**src/rtl/led_sampler_pkg.sv**
```systemverilog
// Shared FSM state type, pixel-bus widths and the luma/threshold compare for the LED bit sampler.
package led_sampler_pkg;
    localparam int PIXEL_W  = 8;
    localparam int THRESH_W = 8;
    localparam int HCOUNT_W = 11;
    localparam int VCOUNT_W = 10;

    typedef enum logic [1:0] {IDLE, WAIT_SOF, CAPTURE, DONE} state_t;

    function automatic logic at_or_above(input logic [PIXEL_W-1:0]  luma,
                                         input logic [THRESH_W-1:0] thresh);
        return luma >= thresh;
    endfunction
endpackage

```
**src/rtl/sampler_pipe.sv**
```systemverilog
// Two-stage sampler pipeline: block coordinates and luma compare, then the linear accumulator address.
module sampler_pipe
    import led_sampler_pkg::*;
#(
    parameter int H_ACTIVE = 1280,
    parameter int DS       = 3,
    parameter int ADDR_W   = 14
) (
    input  logic                clk_in,
    input  logic                rst_in,
    input  logic                sample_en,
    input  logic [HCOUNT_W-1:0] hcount,
    input  logic [VCOUNT_W-1:0] vcount,
    input  logic [PIXEL_W-1:0]  pixel,
    input  logic [THRESH_W-1:0] thresh,
    output logic                in_flight,
    output logic                vld_p1,
    output logic [ADDR_W-1:0]   addr_p1,
    output logic                summand_p1
);
    localparam int BLOCKS_PER_ROW = H_ACTIVE >> DS;

    logic              vld_p0;
    logic [ADDR_W-1:0] row_p0;
    logic [ADDR_W-1:0] col_p0;
    logic              summand_p0;

    // stage 0: block row/column and threshold decision
    always_ff @(posedge clk_in) begin
        if (rst_in) vld_p0 <= 1'b0;
        else        vld_p0 <= sample_en;
        row_p0     <= ADDR_W'(vcount >> DS);
        col_p0     <= ADDR_W'(hcount >> DS);
        summand_p0 <= at_or_above(pixel, thresh);
    end

    // stage 1: raster-order address; outputs are cleared by reset so nothing in flight escapes
    always_ff @(posedge clk_in) begin
        if (rst_in) begin
            vld_p1     <= 1'b0;
            addr_p1    <= '0;
            summand_p1 <= 1'b0;
        end else begin
            vld_p1 <= vld_p0;
            if (vld_p0) begin
                addr_p1    <= row_p0 * ADDR_W'(BLOCKS_PER_ROW) + col_p0;
                summand_p1 <= summand_p0;
            end
        end
    end

    assign in_flight = vld_p0 | vld_p1;
endmodule

```
**src/rtl/led_bit_sampler.sv**
```systemverilog
// LED bit sampler: captures NUM_FRAMES frames, one thresholded luma bit per 2^DS x 2^DS block.
// Define LED_SAMPLER_ONES_COUNT_EN to add ones_count_out (bright samples in the last completed frame).
module led_bit_sampler
    import led_sampler_pkg::*;
#(
    parameter  int H_ACTIVE   = 1280,
    parameter  int V_ACTIVE   = 720,
    parameter  int DS         = 3,
    parameter  int NUM_FRAMES = 16,
    localparam int DEPTH      = (H_ACTIVE >> DS) * (V_ACTIVE >> DS),
    localparam int ADDR_W     = $clog2(DEPTH),
    localparam int FC_W       = $clog2(NUM_FRAMES + 1)
) (
    input  logic                clk_in,
    input  logic                rst_in,
    input  logic                start_in,
    input  logic [THRESH_W-1:0] threshold_in,
    input  logic                pixel_valid_in,
    input  logic [HCOUNT_W-1:0] hcount_in,
    input  logic [VCOUNT_W-1:0] vcount_in,
    input  logic [PIXEL_W-1:0]  pixel_in,
    output logic [ADDR_W-1:0]   addr_out,
    output logic                summand_out,
    output logic                request_valid_out,
    output logic [FC_W-1:0]     frame_count_out,
    output logic                busy_out,
    output logic                done_out
`ifdef LED_SAMPLER_ONES_COUNT_EN
    ,
    output logic [ADDR_W:0]     ones_count_out
`endif
);
    localparam logic [HCOUNT_W-1:0] H_LAST  = HCOUNT_W'(H_ACTIVE - 1);
    localparam logic [VCOUNT_W-1:0] V_LAST  = VCOUNT_W'(V_ACTIVE - 1);
    localparam logic [HCOUNT_W-1:0] H_MASK  = HCOUNT_W'((1 << DS) - 1);
    localparam logic [VCOUNT_W-1:0] V_MASK  = VCOUNT_W'((1 << DS) - 1);
    localparam logic [FC_W-1:0]     FC_LAST = FC_W'(NUM_FRAMES - 1);

    state_t              state;
    logic [THRESH_W-1:0] thresh_q;
    logic [THRESH_W-1:0] thresh_sel;
    logic                sof;
    logic                eof;
    logic                on_grid;
    logic                sample_en;
    logic                in_flight;

    assign sof     = pixel_valid_in && hcount_in == '0 && vcount_in == '0;
    assign eof     = pixel_valid_in && hcount_in == H_LAST && vcount_in == V_LAST;
    assign on_grid = pixel_valid_in && hcount_in <= H_LAST && vcount_in <= V_LAST
                     && (hcount_in & H_MASK) == '0 && (vcount_in & V_MASK) == '0;

    // The SOF pixel opens the first frame, so it is sampled with the live threshold on capture entry.
    assign sample_en  = on_grid && (state == CAPTURE || (state == WAIT_SOF && sof));
    assign thresh_sel = (state == CAPTURE) ? thresh_q : threshold_in;

    always_ff @(posedge clk_in) begin
        done_out <= 1'b0;
        if (rst_in) begin
            state           <= IDLE;
            busy_out        <= 1'b0;
            frame_count_out <= '0;
        end else begin
            case (state)
                IDLE: if (start_in) begin
                    state    <= WAIT_SOF;
                    busy_out <= 1'b1;
                end
                WAIT_SOF: if (sof) begin
                    state           <= CAPTURE;
                    frame_count_out <= '0;
                    thresh_q        <= threshold_in;
                end
                CAPTURE: if (eof) begin
                    frame_count_out <= frame_count_out + FC_W'(1);
                    if (frame_count_out == FC_LAST) state <= DONE;
                end
                DONE: if (!in_flight) begin
                    state    <= IDLE;
                    busy_out <= 1'b0;
                    done_out <= 1'b1;
                end
                default: state <= IDLE;
            endcase
        end
    end

    sampler_pipe #(
        .H_ACTIVE (H_ACTIVE),
        .DS       (DS),
        .ADDR_W   (ADDR_W)
    ) u_pipe (
        .clk_in     (clk_in),
        .rst_in     (rst_in),
        .sample_en  (sample_en),
        .hcount     (hcount_in),
        .vcount     (vcount_in),
        .pixel      (pixel_in),
        .thresh     (thresh_sel),
        .in_flight  (in_flight),
        .vld_p1     (request_valid_out),
        .addr_p1    (addr_out),
        .summand_p1 (summand_out)
    );

`ifdef LED_SAMPLER_ONES_COUNT_EN
    logic [ADDR_W:0] ones_run;
    logic [ADDR_W:0] ones_inc;

    // Counted at sample time so a hit on the EOF pixel itself still lands in its own frame.
    assign ones_inc = {{ADDR_W{1'b0}}, sample_en && at_or_above(pixel_in, thresh_sel)};

    always_ff @(posedge clk_in) begin
        if (rst_in) begin
            ones_run       <= '0;
            ones_count_out <= '0;
        end else if (state == CAPTURE && eof) begin
            ones_count_out <= ones_run + ones_inc;
            ones_run       <= '0;
        end else if (sof && (state == WAIT_SOF || state == CAPTURE)) begin
            ones_run <= ones_inc;
        end else begin
            ones_run <= ones_run + ones_inc;
        end
    end
`endif
endmodule
```
**config.mk**
```make
export PLATFORM = sky130hd
export DESIGN_NAME = led_bit_sampler
export DESIGN_NICKNAME = d
export VERILOG_FILES = /design/src/rtl/led_sampler_pkg.sv /design/src/rtl/sampler_pipe.sv /design/src/rtl/led_bit_sampler.sv
export SDC_FILE = /design/constraint.sdc
export NUM_CORES = 1
export LEC_CHECK = 0
export ABC_CLOCK_PERIOD_IN_PS = 2450
export CAP_MARGIN = 0
export CORE_ASPECT_RATIO = 1.75
export CORE_MARGIN = 2
export CORE_UTILIZATION = 45
export DETAILED_ROUTE_END_ITERATION = 10
export DONT_BUFFER_PORTS = 1
export PLACE_DENSITY = 0.63
export SETUP_SLACK_MARGIN = 0.1
export SLEW_MARGIN = 5
export SYNTH_ARGS = -nofsm -noshare
export SYNTH_HDL_FRONTEND = slang
export SYNTH_SLANG_ARGS = --single-unit
```
**constraint.sdc**
```tcl
create_clock -name clk_in -period 2.45 [get_ports clk_in]
set_input_delay 0.735 -clock clk_in [delete_from_list [all_inputs] [get_ports clk_in]]
set_output_delay 0.735 -clock clk_in [all_outputs]
set_load 0.03 [all_outputs]
```
# [After elaboration in Yosys (flattened, before gate mapping)]
# Index checks and enable logic that the tools add are counted.
[op_classes] magnitude_cmp=3 multipliers=1 addsub=2 bitwise=3 n_reduce_logical=23 muxes=14 eq_ne=11
[ops] cell="$logic_not 11->1" n=2
[ops] cell="$logic_not 10->1" n=2
[ops] cell="$add 14x8->14" n=1
[ops] cell="$eq 11x11->1 const B" n=1
[ops] cell="$le 11x11->1 const B" n=1
[ops] cell="$eq 10x10->1 const B" n=1
[ops] cell="$le 10x10->1 const B" n=1
[ops] cell="$logic_and 1x1->1" n=10
[ops] cell="$mux 2" n=5
[ops] cell="$mux 5" n=2
[ops] cell="$pmux 5 s2" n=1
[ops] cell="$mul 7x3->9 const B" n=1
[ops] cell="$reduce_and 3->1" n=3
[ops] cell="$ge 8x8->1" n=1
[ops] cell="$mux 8" n=1
[ops] cell="$ne 2x2->1 const B" n=4
[ops] cell="$pmux 2 s4" n=1
[ops] cell="$add 5x1->5 const B" n=1
[ops] cell="$eq 5x4->1 const B" n=1
[ops] cell="$reduce_and 5->1" n=1
[ops] cell="$eq 2x2->1 const B" n=2
[ops] cell="$reduce_bool 2->1" n=2
[ops] cell="$mux 1" n=3
[ops] cell="$eq 2x1->1 const B" n=1
[ops] cell="other kinds (7)" n=8
[totals] inputBits=41 word_cells=69 regBits=50

# [Depth between registers and ports, before layout]
[logic_depth] depth_word=6 mapped_depth=11 depth_no_buf=10

# [Modules after synthesis]
# From an unflattened synthesis, not the netlist that was laid out.
[hier_totals] hier_cells=244 area_unflattened_um2=2526.2
[by_module_without_submodules] module="sampler_pipe" cells_per_inst=139 area_each_um2=1506.4 n_inst=1 seq_area_each_um2=660.6
[by_module_without_submodules] module="led_bit_sampler" cells_per_inst=105 area_each_um2=1019.7 n_inst=1 seq_area_each_um2=420.4

# [Least setup slack after synthesis]
# No wires, ideal clock.
[synth_path] path_type="input port to flip-flop" from="in hcount_in[2]" to="reg frame_count_out[2]" cell_stages=6 n_path_buf=0 arrival_time_ns=2.483 required_time_ns=2.379 path_slack_ns=-0.104 cell_sequence="or4_4 -> nor4_4 -> nand4_2 -> a22o_1 -> or4_1 -> a21oi_1"
[synth_between] elab_chain_len=5 word_cells_on_any_way=9
[synth_lines] item="start, declared" line="led_bit_sampler.sv:19" source="input logic [HCOUNT_W-1:0] hcount_in,"
[synth_lines] item="$eq 11x11->1 / $logic_not 11->1 (equally long branches)" line="led_bit_sampler.sv:49, led_bit_sampler.sv:48"
[synth_lines] item="$logic_and 1x1->1, on equally long branches (2 in series)" line="led_bit_sampler.sv:49, led_bit_sampler.sv:48"
[synth_lines] item="$ne 2x2->1 (no source line)"
[synth_lines] item="$reduce_and 3->1 (no source line) *"
[synth_lines] item="end signal, assigned" line="led_bit_sampler.sv:75" source="frame_count_out <= frame_count_out + FC_W'(1);"
[synth_lines] item="end, declared" line="led_bit_sampler.sv:25" source="output logic [FC_W-1:0] frame_count_out,"
# Every way passes the cells marked *; elsewhere a longest branch is shown, timed or not.
# A chain may end at the register's enable or synchronous reset.

# [Worst setup path after layout]
[layout_path] from="reg u_pipe.row_p0[4]" to="reg u_pipe.addr_p1[13]"
[layout_between] elab_chain_len=2
[layout_lines] item="start, declared" line="sampler_pipe.sv:24" source="logic [ADDR_W-1:0] row_p0;"
[layout_lines] item="start signal, assigned" line="sampler_pipe.sv:32" source="row_p0 <= ADDR_W'(vcount >> DS);"
[layout_lines] item="$mul 7x3->9" line="sampler_pipe.sv:46" source="addr_p1 <= row_p0 * ADDR_W'(BLOCKS_PER_ROW) + col_p0;"
[layout_lines] item="$add 14x8->14" line="sampler_pipe.sv:46"
[layout_lines] item="end signal, assigned" line="sampler_pipe.sv:46"
[layout_lines] item="end, declared" line="sampler_pipe.sv:18" source="output logic [ADDR_W-1:0] addr_p1,"
# No other way between the ends.

==> results.tsv <==
stage	metric	value	unit
outcome	status	finished clean	
power_and_ir_drop	seqPwrFrac	44.3	%
hold_path	hp-class	in2reg	
grt	grt_pass1_wl	8328	um
final_layout	final_cell_area	2773	um2
timing	setup_tns	0	ps
synthesis	synth_area	2451	um2
floorplan	die_x	59.79	um
clock_network	clock-sinks	50	
clock_network	holdBufCountCts	0	
timing	finalSetupViolCount	0	
routing	wl	5442	um
routing	drt_pass1_iterations	4	
timing	finalHoldViolCount	0	
power_and_ir_drop	ir_worst_vdd	0.0004477	V
run	cap_violations	0	
clock_network	clk_pin_slew_worst_paths	100	ps
setup_path	r2r-start	u_pipe.row_p0[4]	
clock_network	cts_made_buffers	5	
setup_path	crit_fanout	2	
timing	rsz0062_at_grt	true	
power_and_ir_drop	clockPowerShare	31.3	%
setup_path	worstSetupStartpoint	u_pipe.row_p0[4]	
synthesis	seq_area_frac_synth	44.10	%
floorplan	rows	35	
final_layout	finalNetCount	314	
synthesis	synth_common_cells	42 x dfxtp_1, 30 x nor2_1, 27 x ha_1, 18 x mux2i_1, 11 x a21oi_1	
timing	max_freq	0.4347	GHz
synthesis	netlist_instances	232	
routing	drc	0	
final_layout	drive_above_1_share	15.51	%
floorplan	dieArea	6076	um2
floorplan	ios	64	
synthesis	synth-seq-cells	50	
timing	period_share	93.89	%
synthesis	syn_nets	302	
setup_path	cp_data_required_time	2670	ps
setup_path	path_class	reg2reg	
synthesis	ys_warn_count	0	
setup_path	end_kind	register	
grt	grt_pass1_vias	1828	
setup_path	reg2reg_depth	8	
synthesis	ys_types	46	
clock_network	worstSkewPairLatency	310	ps
synthesis	synth_edf_count	8	
synthesis	yosysMostFrequentCell	dfxtp_1	
clock_network	cts_tree	yes	
setup_path	r2r_setup_slack	150	ps
grt	antenna_found_initial	0	
routing	drt_iter0_drc	37	
hold_path	hp-start	vcount_in[7]	
clock_network	clock_path_buffers	2	
synthesis	syn_area_per_cell	10.57	um2
routing	wire_per_inst	18.14	um
power_and_ir_drop	p_leak	1.061	nW
routing	antenna_left	0	
synthesis	synth_area_leader_cell	dfxtp_1	
grt	grt_max_degree	29	
timing	finalMaxSlewViolations	0	
grt	grt.total_usage	18.23	%
power_and_ir_drop	combinationalPowerShare	24.4	%
place	gp_congestion	0.7957	
synthesis	synth_top_area_share	34.30	%
final_layout	area_delta_synth_final	13.12	%
timing	tightestPinTransition	441.4	ps
routing	avgViaCountPerCell	5.903	
clock_network	cts-root-buf	clkbuf_8	
place	place_area	2564	um2
clock_network	htree_num_levels	2	
synthesis	synthFlopType	dfxtp_1	
floorplan	die_y	101.6	um
power_and_ir_drop	intPower	1.495	mW
setup_path	r2r_end	u_pipe.addr_p1[13]	
grt	grt.overflow.total	0	
place	dp_hpwl	4153	um
hold_path	min_to	u_pipe.row_p0[4]	
floorplan	core_area	5255	um2
synthesis	synth-async-reset-ratio	0	%
final_layout	n_antenna_cell	0	
routing	routed-via-count	1771	
timing	max_slew_margin	69.81	%
timing	layout_min_cycle_time	2300	ps
power_and_ir_drop	power.switching	0.5910	mW
synthesis	synth_area_leaders	dfxtp_1 34%, ha_1 14%, edfxtp_1 9.8%	
hold_path	hold_depth	0	
setup_path	worstSetupStartpointType	register	
floorplan	initial_core_util	46.64	%
place	io_buffer_count	0	
setup_path	worstPathArrival	2520	ps
power_and_ir_drop	powerDensity	752.2	nW/um2
timing	skew	9.582	ps
power_and_ir_drop	power_switching_share	28.33	%
-- area by class of cell --
type / instances / area (um2)
fill: 485 / 2482
multi-input combinational: 167 / 1369
sequential: 50 / 1086
clock buffer: 6 / 93.84
timing repair buffer: 11 / 82.58
tap: 55 / 68.82
clock inverter: 2 / 38.79
inverter: 9 / 33.78
-- worst max-delay path, stage by stage (launching register included) --
cell,delay (ps)
dfxtp_1,400
ha_4,230
ha_1,320
a211oi_2,260
nor2_1,120
a21o_1,200
a21oi_2,150
xnor3_1,320
a211oi_1,220
-- kinds of logic after synthesis --
kind of cell	synth area share (%)
and+or+nand+nor	16.23
DFF	44.10
AOI/OAI and AO/OA	9.954
adders and majority gates	15.42
muxes	7.810
buffers and inverters	2.348
xor gates and xnor gates	4.135
-- cell usage in the layout, fill, tap and decap left out, types with 7 or more instances in the layout --
| cell type | synthesis | final |
|---|---|---|
| ha_1 | 27 | 23 |
| xor2_1 | 7 | 7 |
| a21oi_1 | 11 | 10 |
| nand2_1 | 8 | 8 |
| nor2_1 | 30 | 30 |
| buf_4 | 0 | 11 |
| dfxtp_1 | 42 | 38 |
| edfxtp_1 | 8 | 8 |
| inv_1 | 9 | 9 |
| mux2i_1 | 18 | 18 |
| o21ai_0 | 7 | 7 |
-- worst max-delay path by stage --
stage / to / slack, ps
after floorplan: frame_count_out[2] / -100
after global placement: frame_count_out[2] / -110
after detailed placement: frame_count_out[2] / -130
after CTS: u_pipe.summand_p0 / 120
after global routing: u_pipe.addr_p1[13] / 20
final: u_pipe.addr_p1[13] / 150
-- per-stage QoR --
step	util [%]	power (mW)	worst slack, ps	hold slack [ps]	std cells
finish	52.76	2.086	149.8	446.5	300
global route	52.76	2.207	21.75	429.4	300
CTS	51.57	2.082	122.5	438.4	299
detailed placement	48.79	1.417	-127.5	463.1	290
global placement	48.79	1.406	-110.2	449.2	290
floorplan	-	1.311	-103.6	440.5	232
-- state kept, by name (all words and copies together), names as in the netlist --
signal,flops
u_pipe.col_p0,8
u_pipe.summand_p1,1
state,2
u_pipe.addr_p1,14
u_pipe.vld_p1,1
thresh_q,8
busy_out,1
u_pipe.summand_p0,1
frame_count_out,5
u_pipe.vld_p0,1
u_pipe.row_p0,7
done_out,1
-- timing repair --
| item | CTS | global route |
|---|---|---|
| pin swaps | 1 | 4 |
| setup endpoints to repair | 1 | 4 |
| resized for setup | 2 | 11 |
| buffers inserted | 1 | 1 |
-- metal layers --
layer	track usage [%]	share of wire, %	routed length, um
met1	17.11	34	1849
met2	33.86	56	3052
met3	5.619	6.9	374
met4	9.060	3.1	166
met5	0	0	0
-- power groups by stage --
stage,clock (mW),combinational (mW),sequential [mW]
after floorplan,0,0.381,0.930
after detailed placement,0,0.478,0.939
after global placement,0,0.468,0.937
after global routing,0.706,0.571,0.930
after CTS,0.673,0.490,0.919
final,0.654,0.508,0.924
Note: power is estimated with default switching activity, not from simulation.
